==> src/rtl/ins_fetch_pkg.sv <==
// Shared widths, opcodes, fetch states and the
// instruction classifier used by the fetch unit.
package ins_fetch_pkg;

    localparam int DAT_W     = 32;
    localparam int RAM_ADR_W = 32;

    localparam logic [6:0] OPC_JAL  = 7'b1101111;
    localparam logic [6:0] OPC_JALR = 7'b1100111;
    localparam logic [6:0] OPC_BR   = 7'b1100011;

    typedef enum logic [1:0] {
        ST_FETCH,
        ST_HOLD,
        ST_JRWAIT,
        ST_DROP
    } fetch_state_t;

    typedef struct packed {
        logic                 ic;
        logic                 jmp;
        logic                 br;
        logic                 jr;
        logic [RAM_ADR_W-1:0] imm;
    } ins_cls_t;

    function automatic ins_cls_t classify(input logic [DAT_W-1:0] i);
        ins_cls_t c;
        logic     jal;
        logic     jalr;
        logic     br;
        logic     cj;
        logic     cb;
        logic     cjr;
        c     = '0;
        c.ic  = (i[1:0] != 2'b11);
        jal   = !c.ic && (i[6:0] == OPC_JAL);
        jalr  = !c.ic && (i[6:0] == OPC_JALR);
        br    = !c.ic && (i[6:0] == OPC_BR);
        cj    = (i[1:0] == 2'b01) &&
                ((i[15:13] == 3'b101) || (i[15:13] == 3'b001));
        cb    = (i[1:0] == 2'b01) && (i[15:14] == 2'b11);
        cjr   = (i[1:0] == 2'b10) && (i[15:13] == 3'b100) &&
                (i[11:7] != 5'd0) && (i[6:2] == 5'd0);
        c.jmp = jal | cj;
        c.br  = br | cb;
        c.jr  = jalr | cjr;
        unique case (1'b1)
            jal: c.imm = {{11{i[31]}}, i[31], i[19:12], i[20],
                          i[30:21], 1'b0};
            br:  c.imm = {{19{i[31]}}, i[31], i[7], i[30:25],
                          i[11:8], 1'b0};
            cj:  c.imm = {{20{i[12]}}, i[12], i[8], i[10:9], i[6],
                          i[7], i[2], i[11], i[5:3], 1'b0};
            cb:  c.imm = {{23{i[12]}}, i[12], i[6:5], i[2],
                          i[11:10], i[4:3], 1'b0};
            default: c.imm = '0;
        endcase
        return c;
    endfunction

endpackage

==> src/rtl/ins_fetch_bht.sv <==
// Branch history table: 2-bit saturating counters,
// combinational read, synchronous update.
module ins_fetch_bht
    import ins_fetch_pkg::*;
#(
    parameter int BHT_BITS = 6
) (
    input  logic                clk,
    input  logic                rst,
    input  logic                en,
    input  logic [BHT_BITS-1:0] rd_idx,
    output logic                rd_tk,
    input  logic                up_en,
    input  logic [BHT_BITS-1:0] up_idx,
    input  logic                up_tk
);

    logic [1:0] cnt [2**BHT_BITS];

    assign rd_tk = cnt[rd_idx][1];

    // Reset all counters to weakly not-taken; saturate on commit.
    always_ff @(posedge clk) begin
        if (rst) begin
            for (int k = 0; k < 2**BHT_BITS; k++) begin
                cnt[k] <= 2'b01;
            end
        end else if (en && up_en) begin
            if (up_tk && (cnt[up_idx] != 2'b11)) begin
                cnt[up_idx] <= cnt[up_idx] + 2'b01;
            end else if (!up_tk && (cnt[up_idx] != 2'b00)) begin
                cnt[up_idx] <= cnt[up_idx] - 2'b01;
            end
        end
    end

endmodule

==> src/rtl/ins_fetch.sv <==
// Instruction fetch: PC, icache requests, next-PC
// prediction and single-beat hand-off to the decoder.
module ins_fetch
    import ins_fetch_pkg::*;
#(
    parameter logic [RAM_ADR_W-1:0] RST_PC   = 32'h0,
    parameter int                   BHT_BITS = 6
) (
    input  logic                 clk,
    input  logic                 rst,
    input  logic                 en,
    output logic                 ic_en_o,
    output logic [RAM_ADR_W-1:0] ic_adr_o,
    input  logic                 ic_rdy_i,
    input  logic [DAT_W-1:0]     ic_ins_i,
    input  logic                 dec_full_i,
    output logic                 if_en_o,
    output logic                 if_ic_o,
    output logic [DAT_W-1:0]     if_ins_o,
    output logic [RAM_ADR_W-1:0] if_pc_o,
    output logic                 if_pbr_o,
    input  logic                 rob_clr_i,
    input  logic [RAM_ADR_W-1:0] rob_npc_i,
    input  logic                 rob_br_en_i,
    input  logic [RAM_ADR_W-1:0] rob_br_pc_i,
    input  logic                 rob_br_tk_i
);

    fetch_state_t         state;
    logic [RAM_ADR_W-1:0] pc;
    ins_cls_t             cls;
    logic                 bht_tk;
    logic [RAM_ADR_W-1:0] len;
    logic [RAM_ADR_W-1:0] npc;
    logic                 pbr;
    logic [DAT_W-1:0]     ins_n;

    logic                 hb_vld;
    logic                 hb_ic;
    logic                 hb_pbr;
    logic                 hb_jr;
    logic [DAT_W-1:0]     hb_ins;
    logic [RAM_ADR_W-1:0] hb_pc;

    ins_fetch_bht #(
        .BHT_BITS (BHT_BITS)
    ) u_bht (
        .clk    (clk),
        .rst    (rst),
        .en     (en),
        .rd_idx (pc[BHT_BITS:1]),
        .rd_tk  (bht_tk),
        .up_en  (rob_br_en_i),
        .up_idx (rob_br_pc_i[BHT_BITS:1]),
        .up_tk  (rob_br_tk_i)
    );

    assign cls      = classify(ic_ins_i);
    assign ic_en_o  = !rst &&
                      ((state == ST_FETCH) || (state == ST_DROP));
    assign ic_adr_o = pc;

    // Predict the next PC from the word returned this cycle.
    always_comb begin
        len   = cls.ic ? RAM_ADR_W'(2) : RAM_ADR_W'(4);
        ins_n = cls.ic ? {16'h0, ic_ins_i[15:0]} : ic_ins_i;
        npc   = pc + len;
        pbr   = 1'b0;
        if (cls.jmp || (cls.br && bht_tk)) begin
            npc = pc + cls.imm;
            pbr = 1'b1;
        end
    end

    // Fetch state machine with registered decoder outputs.
    always_ff @(posedge clk) begin
        if (rst) begin
            state    <= ST_FETCH;
            pc       <= RST_PC;
            if_en_o  <= 1'b0;
            if_ic_o  <= 1'b0;
            if_ins_o <= '0;
            if_pc_o  <= '0;
            if_pbr_o <= 1'b0;
            hb_vld   <= 1'b0;
            hb_ic    <= 1'b0;
            hb_pbr   <= 1'b0;
            hb_jr    <= 1'b0;
            hb_ins   <= '0;
            hb_pc    <= '0;
        end else if (en) begin
            if_en_o <= 1'b0;
            if (rob_clr_i) begin
                pc     <= rob_npc_i;
                hb_vld <= 1'b0;
                if (((state == ST_FETCH) || (state == ST_DROP)) &&
                    !ic_rdy_i) begin
                    state <= ST_DROP;
                end else begin
                    state <= ST_FETCH;
                end
            end else begin
                unique case (state)
                    ST_FETCH: begin
                        if (ic_rdy_i) begin
                            pc <= npc;
                            if (dec_full_i) begin
                                hb_vld <= 1'b1;
                                hb_ic  <= cls.ic;
                                hb_pbr <= pbr;
                                hb_jr  <= cls.jr;
                                hb_ins <= ins_n;
                                hb_pc  <= pc;
                                state  <= ST_HOLD;
                            end else begin
                                if_en_o  <= 1'b1;
                                if_ic_o  <= cls.ic;
                                if_ins_o <= ins_n;
                                if_pc_o  <= pc;
                                if_pbr_o <= pbr;
                                state    <= cls.jr ? ST_JRWAIT
                                                   : ST_FETCH;
                            end
                        end
                    end
                    ST_HOLD: begin
                        if (!dec_full_i && hb_vld) begin
                            if_en_o  <= 1'b1;
                            if_ic_o  <= hb_ic;
                            if_ins_o <= hb_ins;
                            if_pc_o  <= hb_pc;
                            if_pbr_o <= hb_pbr;
                            hb_vld   <= 1'b0;
                            state    <= hb_jr ? ST_JRWAIT : ST_FETCH;
                        end
                    end
                    ST_JRWAIT: begin
                        state <= ST_JRWAIT;
                    end
                    ST_DROP: begin
                        if (ic_rdy_i) begin
                            state <= ST_FETCH;
                        end
                    end
                    default: state <= ST_FETCH;
                endcase
            end
        end
    end

endmodule

==> config.mk <==
export PLATFORM = sky130hd
export DESIGN_NAME = ins_fetch
export DESIGN_NICKNAME = d
export VERILOG_FILES = /design/src/rtl/ins_fetch_pkg.sv /design/src/rtl/ins_fetch_bht.sv /design/src/rtl/ins_fetch.sv
export SDC_FILE = /design/constraint.sdc
export NUM_CORES = 1
export LEC_CHECK = 0
export CELL_PAD_IN_SITES_DETAIL_PLACEMENT = 1
export CELL_PAD_IN_SITES_GLOBAL_PLACEMENT = 2
export CORE_UTILIZATION = 31
export CTS_CLUSTER_DIAMETER = 60
export CTS_CLUSTER_SIZE = 25
export DETAILED_ROUTE_END_ITERATION = 16
export PLACE_DENSITY = 0.75
export SLEW_MARGIN = 0
export SYNTH_ARGS = -nofsm -noshare
export SYNTH_HDL_FRONTEND = slang
export SYNTH_SLANG_ARGS = --single-unit
==> constraint.sdc <==
create_clock -name clk -period 5.34 [get_ports clk]
set_clock_uncertainty 0.1 [all_clocks]
set_input_delay 1.602 -clock clk [delete_from_list [all_inputs] [get_ports clk]]
set_output_delay 1.602 -clock clk [all_outputs]
set_load 0.02 [all_outputs]
# Word level (Yosys, flattened, before mapping)

Memories as Yosys holds them, arrays and structs flattened. A register that Yosys moved wholly into a read port is not among the register bits.
Index checks and enable logic that the tools add are counted.

Bits in registers: 169
Memory bits (writable): 128
Bits of input ports: 104
Output and inout port bits: 100
Logic and storage cells: 141
Memories kept: 1

$add $sub $neg: 4
Eq/ne operators: 21
Muxes and demuxes: 60
Bitwise operators: 5
Reductions and logical operators: 37

Memories:

| name      | depth | bits a word | read ports | clocked after memory_dff | wr ports | RTL line            | RTL |
|---|---|---|---|---|---|---|---|
| u_bht.cnt | 64    | 2           | 2          | 1                        | 64       | ins_fetch_bht.sv:18 | `logic [1:0] cnt [2**BHT_BITS];` |

Operators with widths:

| operator           | number |
|---|---|
| $mux 32            | 11 |
| $pmux 32 s2        | 2 |
| $pmux 32 s4        | 1 |
| $add 32x3->32      | 1 |
| $add 32x32->32     | 1 |
| $mux 1             | 27 |
| $eq 7x7->1 const B | 3 |
| $mux 2             | 10 |
| $mux 6             | 3 |
| $logic_and 1x1->1  | 15 |
| $ne 3x3->1 const B | 4 |
| $ne 2x2->1 const B | 5 |
| $reduce_and 5->1   | 2 |
| $eq 2x2->1 const B | 4 |
| $pmux 1 s2         | 4 |
| $pmux 2 s4         | 1 |
| $reduce_bool 2->1  | 4 |
| $eq 3x3->1 const B | 2 |
| $reduce_and 6->1   | 1 |
| $logic_not 1->1    | 5 |
| $logic_not 5->1    | 1 |
| $reduce_bool 5->1  | 1 |
| $eq 2x1->1 const B | 2 |
| $or 1x1->1         | 4 |
| other kinds (11)   | 13 |

# Logic depth before layout (Yosys ltp)

Depth after elaboration: 12
Gate-level depth with buffers: 23
Mapped depth without buffers: 20

# Modules after synthesis

From an unflattened synthesis, not the netlist that was laid out.

Cells, all modules: 1832
Area, all modules: 17058.9 um2

Modules (own cells, without submodules):

| module        | instances | cells an instance | area an instance (um2) | sequential area each (um2) |
|---|---|---|---|---|
| ins_fetch     | 1         | 1156              | 9047.4                 | 3383.2 |
| ins_fetch_bht | 1         | 676               | 8011.4                 | 3843.7 |

# Worst setup path after synthesis

No wires, ideal clock.

Path type: input to register
Start: input ic_ins_i[2]
End: register pc[31], in the netlist ic_adr_o[31]
Library setup time: 58 ps
Data arrival time: 5198 ps
Data required time: 5182 ps
Slack: -17 ps
Stages on the path: 18
Buffers on the path: 2
Path through: buf_2 nor4_1 or2_2 a21oi_1 clkbuf_1 a221oi_1 a21oi_1 ha_1 fa_1 a21o_1 a22o_1 o211a_1 and4_1 o21ai_0 a31oi_1 xor2_1 o21ai_0 o211a_1

Cells in the longest elaborated chain, start to end: 9
Elaborated cells on any way between the ends: 14
Classes of those cells: 1 x add/sub; 2 x eq/ne; 5 x mux; 2 x bitwise; 4 x reduce/logical

RTL lines:

| item                                                                   | RTL line         | RTL |
|---|---|---|
| from (decl)                                                            | ins_fetch.sv:15  | `input logic [DAT_W-1:0] ic_ins_i,` |
| parallel branches: the longest is 5 deep, another holds $add 32x32->32 | --               |  |
| $mux 32 (*)                                                            | ins_fetch.sv:69  | `if (cls.jmp \|\| (cls.br && bht_tk)) begin` |
| $mux 32 (*)                                                            | ins_fetch.sv:105 | `if (ic_rdy_i) begin` |
| $mux 32 (*)                                                            | ins_fetch.sv:103 | `unique case (state)` |
| $mux 32 (*)                                                            | ins_fetch.sv:93  | `if (rob_clr_i) begin` |
| to (signal assigned)                                                   | ins_fetch.sv:94  | `pc <= rob_npc_i;` |
| to (signal assigned)                                                   | ins_fetch.sv:106 | `pc <= npc;` |
| to (decl)                                                              | ins_fetch.sv:30  | `logic [RAM_ADR_W-1:0] pc;` |

Mark *: on every way between the ends. The select of a mux whose other input is x is not followed.
A chain may end at the register's enable or synchronous reset.

# Final worst setup path

Start: input ic_ins_i[5]
End: register pc[25], in the netlist ic_adr_o[25]

Same word-level chain as after synthesis.

==> flow_metrics.tcl <==
set metrics [dict create \
    status "finished, final reports clean" \
    hold_path_class "reg2reg" \
    fp.dieW_um 230 \
    place_congestion 0.934 \
    relSlewSlack_pct 36.9 \
    syn-cell-area_sq_um 16100 \
    cp-start-kind "primary input" \
    crit_type "in2reg" \
    yosys.area.top_type "edfxtp_1" \
    grt_max_degree 160 \
    drt_iter0_drc 876 \
    setup_violations 0 \
    peakVddDrop_v 0.000159 \
    syn2layout_area_growth_pct 32.4 \
    synth_area_per_cell_sq_um 9.23 \
    ys_seq_area_share_pct 45.6 \
    grt_pass1_vias 15000 \
    drc 0 \
    grt_overflow 0 \
    cts_sinks 303 \
    numCtsBuffers 36 \
    dpl-instance-area_sq_um 20000 \
    hpwl_mm 42.1 \
    synth_most_common_cell "nand2_1" \
    cp.arrival_ns 5.51 \
    period_minus_slack_ns 5.17 \
    ant_nets 0 \
    cap_violations 0 \
    start_util_pct 31.4 \
    num_rows 83 \
    antenna_found_initial 0 \
    holdWs_ns 0.355 \
    synth_cell_types 77 \
    synth_edf_count 128 \
    vias_per_cell 5.30 \
    fin_ws_ns 0.169 \
    cts_root_buffer "clkbuf_16" \
    async_reset_ff_share_pct 0 \
    num_vias 14600 \
    synthTopCellsByCount "nand2_1 (240), nor2_1 (189), dfxtp_1 (175)" \
    power_density_nw_per_um2 287 \
    hold_depth 2 \
    worstPathMaxFanout 4 \
    ys_ff_latch 303 \
    cts_max_level 2 \
    cts_hold_buffers 0 \
    yosysTopAreaCellShare_pct 23.9 \
    pre_cts_slack_ns -0.620 \
    fin_crit_sh_pct 96.8 \
    fill_cells 5815 \
    slew_violations 0 \
    path_clk_slew_ns 0.07 \
    syn_nets 1885 \
    clock_latency_ns 0.56 \
    final_hold_viol_count 0 \
    tightest_slew_ns 0.947 \
    rsz0062_at_grt "no" \
    synth_cells 1746 \
    final_cell_area_sq_um 21300 \
    grt_usage_pct 22.0 \
    netlist_top_cells_area "edfxtp_1 (24%), dfxtp_1 (22%), mux2i_1 (5.8%)" \
    multi_input_area_sq_um 8140 \
    cts_tree "yes" \
    pin_count 204 \
    antenna_cells 0 \
    nets 2182 \
    drive_gt1_share_pct 18.7 \
    firstDrtPassIters 7 \
    wire_per_inst_um 21.3 \
    grt_pass1_wl_mm 89.9 \
    fmax_ghz 0.193 \
    p_leak_nw 7.55 \
    die_area_sq_um 52900 \
    r2r_cells 22 \
    wirelength_mm 58.6 \
    clock_path_buffers 3 \
    port_buffers 177 \
    yosysWarnings 0 \
    worstSetupEndpointType "flip-flop" \
    core_sq_um 51300 \
    die_h_um 230 \
    synthFlopType "dfxtp_1" \
    regArea_sq_um 7350 \
    crit_required_ns 5.68 \
]
-- timing repair --
item,in CTS,in global routing
setup endpoints to repair,6,18
buffers inserted,1,1
pin swaps,3,4
resized for setup,4,24
endpoints found under the hold margin,0,0
-- worst max-delay path: stages --
cell and delay (ns):
clkdlybuf4s50_1 0.51, nand4_1 0.19, nor4bb_2 0.38, or2_4 0.19, a21oi_2 0.05, buf_4 0.18, buf_4 0.13, nor2_1 0.15
ha_1 0.30, a21o_1 0.18, buf_4 0.13, a22o_1 0.26, o211a_1 0.26, and4_1 0.22, nor2_2 0.12, buf_4 0.14
o21bai_1 0.08, a21oi_2 0.14, xor2_1 0.08, o41ai_1 0.21
-- cells in the final DEF (no fill, tap or decap), drive strengths merged, types with 7 or more instances in the layout --
cell type | netlist | routed
nand2 | 245 | 245
clkinv | 0 | 8
inv | 19 | 28
dfxtp | 175 | 175
a31oi | 9 | 9
mux2i | 93 | 93
nor3 | 15 | 15
xnor2 | 16 | 16
nor2 | 189 | 189
a22oi | 9 | 9
a211oi | 77 | 77
o21ai | 114 | 114
a21o | 16 | 16
o211ai | 15 | 15
or2 | 13 | 13
a21oi | 162 | 162
nand3b | 13 | 13
nand3 | 45 | 45
edfxtp | 128 | 128
mux4 | 24 | 24
clkdlybuf4s50 | 0 | 170
xor2 | 14 | 14
and2 | 8 | 8
nand2b | 17 | 17
ha | 34 | 34
buf | 49 | 238
nand4 | 14 | 14
and3 | 21 | 21
clkbuf | 102 | 44
o211a | 7 | 7
-- path summary, 6_finish.rpt --
check | from | endpoint | slack [ns]
setup / recovery | ic_ins_i[5] | ic_adr_o[25] | 0.17
hold / removal | hb_ins[13] | hb_ins[13] | 0.35
setup reg to reg | flip-flop | ic_adr_o[25] | 0.48
hold reg to reg | hb_ins[13] | hb_ins[13] | 0.35
-- state kept, by name, indices dropped and copies added (netlist names), named ones only --
name and cells:
ic_adr_o 32, hb_ic 1, if_pbr_o 1, if_pc_o 32, if_en_o 1, if_ins_o 32
state 2, if_ic_o 1, hb_jr 1, hb_pc 32, u_bht.cnt 128, hb_vld 1
hb_ins 32, hb_pbr 1
-- area by class of cell --
cell class	instances	area share, %
multi-input cells	1273	38.2
flip-flops and latches	303	34.4
repair buffers	410	17.3
clock buffers	44	4.60
well taps	680	3.99
clock inverters	19	1.20
inverters	19	0.334
-- power by group --
part / leakage (nW) / switching (mW) / internal [mW] / total, mW
Clock: 0.605 / 1.14 / 1.46 / 2.60
Sequential: 2.52 / 0.0786 / 2.48 / 2.55
Combinational: 4.43 / 0.547 / 0.427 / 0.974
Total: 7.55 / 1.76 / 4.37 / 6.13
-- cells by family (layout without fill, tap and decap cells) --
kind of cell             Yosys count  after routing  synth area share, %
XOR/XNOR                          30             30                 1.63
flip-flops                       303            303                 45.6
multiplexers                     123            123                 9.55
adder cells (fa/ha/maj)           35             35                 2.76
AND/OR/NAND/NOR                  622            622                 17.9
buffers and inverters            170            492                 4.72
AO/OA/AOI/OAI                    463            463                 17.8
-- routing by layer --
| layer | up-vias | GRT usage, % | wire, um |
|---|---|---|---|
| li1 | 6925 | - | - |
| met1 | 7224 | 27.8 | 25500 |
| met2 | 323 | 37.5 | 28600 |
| met3 | 87 | 4.12 | 2850 |
| met4 | 0 | 7.00 | 1610 |
| met5 | - | 0 | 0 |
-- through the flow --
stage	utilization (%)	cells	power, mW	setup TNS (ns)
6_report	41.6	2748	6.13	0
4_1_cts	41.4	2747	6.18	0
3_3_place_gp	39.0	2683	3.55	-8.82
3_5_place_dp	39.0	2683	3.57	-16.90
5_1_grt	41.6	2748	6.37	0
2_1_floorplan	-	1746	3.10	0
Power figures use the tool's default switching activity.
